File: config.mk
export PLATFORM = sky130hd
export DESIGN_NAME = sha256_msg_sched
export DESIGN_NICKNAME = d
export VERILOG_FILES = /design/src/rtl/sha256_msg_sched.sv
export SDC_FILE = /design/constraint.sdc
export NUM_CORES = 2
export LEC_CHECK = 0
export BUFFER_PORTS_ARGS = -buffer_cell sky130_fd_sc_hd__clkbuf_2
export CORE_MARGIN = 2
export CORE_UTILIZATION = 60
export DETAILED_ROUTE_END_ITERATION = 7
export PLACE_DENSITY = 0.91
export SLEW_MARGIN = 5
export SYNTH_ARGS = -nofsm -noshare
export SYNTH_HDL_FRONTEND = slang
export SYNTH_SLANG_ARGS = --single-unit
File: constraint.sdc
create_clock -name clk -period 11.5 [get_ports clk]
set_clock_uncertainty 0.15 [all_clocks]
set_input_delay 2.3 -clock clk [delete_from_list [all_inputs] [get_ports clk]]
set_output_delay 2.3 -clock clk [all_outputs]
set_load 0.1 [all_outputs]
File: src/rtl/sha256_msg_sched.sv
// SHA-256 message-schedule expander: loads one 512-bit padded block and
// streams W[0..ROUNDS-1] over a valid/ready handshake, one word per beat.
// Optional feature: define MSG_SCHED_ABORT_EN to add the 'abort' input.
module sha256_msg_sched #(
    parameter int unsigned ROUNDS = 64,
    parameter int unsigned IDX_W  = 6
) (
    input  logic             clk,
    input  logic             rst_n,
    input  logic             start,
`ifdef MSG_SCHED_ABORT_EN
    input  logic             abort,
`endif
    input  logic [511:0]     block_in,
    output logic             busy,
    output logic             w_valid,
    input  logic             w_ready,
    output logic [31:0]      w_out,
    output logic [IDX_W-1:0] w_idx,
    output logic             done
);

    localparam logic [1:0] StIdle = 2'd0;
    localparam logic [1:0] StRun  = 2'd1;
    localparam logic [1:0] StDone = 2'd2;

    localparam logic [IDX_W-1:0] LastIdx = IDX_W'(ROUNDS - 1);

    // Small sigma0: ROTR7 ^ ROTR18 ^ SHR3
    function automatic logic [31:0] s0(input logic [31:0] x);
        return {x[6:0], x[31:7]} ^ {x[17:0], x[31:18]} ^ (x >> 3);
    endfunction

    // Small sigma1: ROTR17 ^ ROTR19 ^ SHR10
    function automatic logic [31:0] s1(input logic [31:0] x);
        return {x[16:0], x[31:17]} ^ {x[18:0], x[31:19]} ^ (x >> 10);
    endfunction

    logic [1:0]       state_q, state_d;
    logic [IDX_W-1:0] t_q, t_d;
    logic [31:0]      r_q [16];
    logic [31:0]      r_d [16];
    logic             abort_req;
    logic [31:0]      w_new;

`ifdef MSG_SCHED_ABORT_EN
    assign abort_req = abort;
`else
    assign abort_req = 1'b0;
`endif

    // Next schedule word W[t+16], computed from the current window (r[0] = W[t])
    assign w_new = s1(r_q[14]) + r_q[9] + s0(r_q[1]) + r_q[0];

    // Next-state: block load, window shift on handshake, abort, and DONE return
    always_comb begin
        state_d = state_q;
        t_d     = t_q;
        r_d     = r_q;
        case (state_q)
            StIdle: begin
                // abort in IDLE swallows a simultaneous start
                if (start && !abort_req) begin
                    for (int i = 0; i < 16; i++) begin
                        r_d[i] = block_in[511 - 32*i -: 32];
                    end
                    t_d     = '0;
                    state_d = StRun;
                end
            end
            StRun: begin
                if (abort_req) begin
                    state_d = StIdle;
                end else if (w_ready) begin
                    if (t_q == LastIdx) begin
                        state_d = StDone;
                    end else begin
                        for (int i = 0; i < 15; i++) begin
                            r_d[i] = r_q[i+1];
                        end
                        r_d[15] = w_new;
                        t_d     = t_q + 1'b1;
                    end
                end
            end
            StDone: begin
                state_d = StIdle;
            end
            default: begin
                state_d = StIdle;
            end
        endcase
    end

    // State, index and window registers
    always_ff @(posedge clk or negedge rst_n) begin
        if (!rst_n) begin
            state_q <= StIdle;
            t_q     <= '0;
            for (int i = 0; i < 16; i++) begin
                r_q[i] <= '0;
            end
        end else begin
            state_q <= state_d;
            t_q     <= t_d;
            for (int i = 0; i < 16; i++) begin
                r_q[i] <= r_d[i];
            end
        end
    end

    // Outputs come straight from flops; w_out never passes through the adders
    always_comb begin
        busy    = (state_q != StIdle);
        w_valid = (state_q == StRun);
        done    = (state_q == StDone);
        w_out   = r_q[0];
        w_idx   = t_q;
    end

endmodule

==> out/metrics.cfg <==
[cts]
cts_max_path_buffers=3
cts_repair_resize_count=0
cts.htree.levels=2
worst_skew_pair_latency_ps=610
cts-root-buf=sky130_fd_sc_hd__clkbuf_16
cts.sink_count=520
worst_setup_hold_path_clk_slew_ps=60
number_of_clock_buffers_inserted_by_tritoncts=53
cts.hold.buffers_added=0
cts_tree=built
cts_post_setup_buffers_inserted=0

[layout]
area_growth_syn_to_layout_pct=14.64
most-common-layout-cells=994 x sky130_fd_sc_hd__nand2_1, 555 x sky130_fd_sc_hd__clkbuf_2, 520 x sky130_fd_sc_hd__dfrtp_1, 507 x sky130_fd_sc_hd__nor2_1, 487 x sky130_fd_sc_hd__a31oi_1
finish.net_count=4325
drive_above_1_share_pct=18.03
final_common_cell=sky130_fd_sc_hd__nand2_1

[synthesis]
synth_area_sq_um=27870
ys_seq_area_share_pct=46.69
postSynthRegisterBits=520
synth_top_area_share_pct=46.69
synth.avg_cell_area_sq_um=8.202
dominantRegCellSynth=sky130_fd_sc_hd__dfrtp_1
top_area_cells_in_the_synthesized_netlist=sky130_fd_sc_hd__dfrtp_1 47%, sky130_fd_sc_hd__nand2_1 13%, sky130_fd_sc_hd__a31oi_1 11%
synthDistinctLibCells=61
async_reset_ff_share_pct=100.0
yosysWarnings=0
synth_nets=4008
synth_enable_flop_cells=0
synthDominantAreaCellType=sky130_fd_sc_hd__dfrtp_1
synthesis.instances=3398

[placement]
finalWeightedCongestion=0.9669
portBuffers=556
dp_hpwl_um=72200

[detailed_routing]
totalWireLength_um=96840
wl_cell_um=22.22
drc=5
drtIter0Drc=3540
detail-route-antenna-nets=0
drtPass1Iterations=8
via_count=26490
drt-vias-per-instance=6.076

[worst_hold_path]
worst_hold_path.num_cells=2
worst_hold_path_type=reg2reg
worst_hold_startpoint=r_q[31]

[timing]
max_freq_mhz=185.8
timing_hold_violations_final=0
layout_min_cycle_time_ps=5382
whs_ps=363.1
rsz_0062_raised_after_global_routing=no
slew_headroom_pct=22.58
timing_max_transition_violations_final=0
timing.setup.tns_ps=0
worst-slew-pin-transition_ps=1161
finalCritPeriodShare_pct=46.80
final-setup-viol-count=0

[global_route]
largest_net_degree_at_the_start_of_global_routing=267
first_pass_grt_wire_length_um=143000
grt_antenna_before_repair=5
grt_pass1_vias=24420
global_route.usage.total_pct=39.88
overall_overflow_remaining_after_global_route=0

[setup_path]
crit_path_max_fanout=113
setup.worst_path.start_class=primary input
critical_setup_path_class=in2reg
r2r.worst_path.cells=14
timing.rr.start=r_q[43]
endpoint_kind=flip-flop
worst-endpoint-arrival_ps=5760
setup.worst_path.start=w_ready
required_ps=11880

[floorplanning]
core-area_sq_um=45580
dieHeight_um=219.5
area_of_the_die_sq_um=48190
initial_utilization_pct=61.15
die_w_um=219.5
ioPinCount=557
floorplan.rows=78

[job]
timing.max_cap.violations=0

[run_status]
violations=design-rule violations
run_status=finished with violations

-- sequential cells by signal (all words and copies together), names as in the netlist --
name,flops
r_q,480
w_idx,6
w_out,32
state_q,2
-- layer usage --
| layer | vias to the layer above | GRT usage, % | routed length, um |
|---|---|---|---|
| met2 | 1722 | 60.11 | 43680 |
| met1 | 12670 | 55.30 | 37560 |
| met5 | - | 0 | 0 |
| met3 | 299 | 6.473 | 9594 |
| met4 | 0 | 22.52 | 6009 |
| li1 | 11800 | - | - |
-- final cells by class --
cell class / instances / area [sq um]
Clock inverter: 16 / 138.9
Antenna cell: 5 / 12.51
Timing Repair Buffer: 579 / 3003
Multi-Input combinational cell: 2431 / 12960
Inverter: 130 / 495.5
Sequential cell: 520 / 13010
Clock buffer: 78 / 1580
Tap cell: 600 / 750.7
Fill cell: 3498 / 13630
-- synthesized netlist by cell type (2+ instances only) --
master and count:
sky130_fd_sc_hd__a211oi_1 5, sky130_fd_sc_hd__a21o_1 11, sky130_fd_sc_hd__a21oi_1 34, sky130_fd_sc_hd__a221o_1 3, sky130_fd_sc_hd__a22o_1 2, sky130_fd_sc_hd__a22oi_1 23
sky130_fd_sc_hd__a31oi_1 487, sky130_fd_sc_hd__and3_1 5, sky130_fd_sc_hd__and4_1 2, sky130_fd_sc_hd__buf_1 4, sky130_fd_sc_hd__buf_2 71, sky130_fd_sc_hd__buf_4 32
sky130_fd_sc_hd__clkbuf_1 206, sky130_fd_sc_hd__dfrtp_1 520, sky130_fd_sc_hd__fa_1 62, sky130_fd_sc_hd__ha_1 32, sky130_fd_sc_hd__inv_1 129, sky130_fd_sc_hd__mux2i_1 2
sky130_fd_sc_hd__nand2_1 994, sky130_fd_sc_hd__nand2b_1 3, sky130_fd_sc_hd__nand3_1 3, sky130_fd_sc_hd__nand4_1 12, sky130_fd_sc_hd__nor2_1 508, sky130_fd_sc_hd__nor3_1 8
sky130_fd_sc_hd__nor3b_1 2, sky130_fd_sc_hd__nor4_1 2, sky130_fd_sc_hd__o211ai_1 5, sky130_fd_sc_hd__o21a_1 6, sky130_fd_sc_hd__o21ai_0 42, sky130_fd_sc_hd__o21bai_1 2
sky130_fd_sc_hd__o22ai_1 2, sky130_fd_sc_hd__o31ai_1 4, sky130_fd_sc_hd__or2_2 2, sky130_fd_sc_hd__xnor2_1 90, sky130_fd_sc_hd__xor2_1 57
-- worst paths after layout --
check                           endpoint  slack, ps
worst max-delay path            r_q[422]       6120
worst min-delay path             r_q[31]        360
worst max register to register   r_q[17]       6740
worst min register to register   r_q[31]        360
max in group asynchronous        r_q[72]       7150
min in group asynchronous       r_q[423]       1600
-- critical path, stage by stage --
cell and delay, ps:
sky130_fd_sc_hd__clkbuf_2 100, sky130_fd_sc_hd__inv_1 50, sky130_fd_sc_hd__a31oi_1 180, sky130_fd_sc_hd__mux2i_1 160
sky130_fd_sc_hd__nor2_4 680, sky130_fd_sc_hd__buf_4 840, sky130_fd_sc_hd__buf_4 920, sky130_fd_sc_hd__nor2_1 120
sky130_fd_sc_hd__a31oi_1 200
-- stage by stage --
step	util, %	setup WS [ps]	cell area [sq um]	std cells
floorplan	-	7164	27870	3398
global placement	66.30	5776	30220	4260
detailed placement	66.30	5649	30220	4260
CTS	70.07	6164	31940	4354
global route	70.10	5830	31950	4359
finish	70.10	6118	31950	4359
-- kinds of logic after synthesis --
group | Yosys count | synth area share (%)
muxes | 3 | 0.1122
xor gates and xnor gates | 147 | 4.620
and+or+nand+nor | 1544 | 21.17
buffers and inverters | 447 | 6.873
DFF | 520 | 46.69
adders and majority gates | 94 | 5.890
AOI/OAI and AO/OA | 643 | 14.64
Power is not shown: default switching activity piles up to over one toggle a cycle in this logic, so the estimate is an artifact.
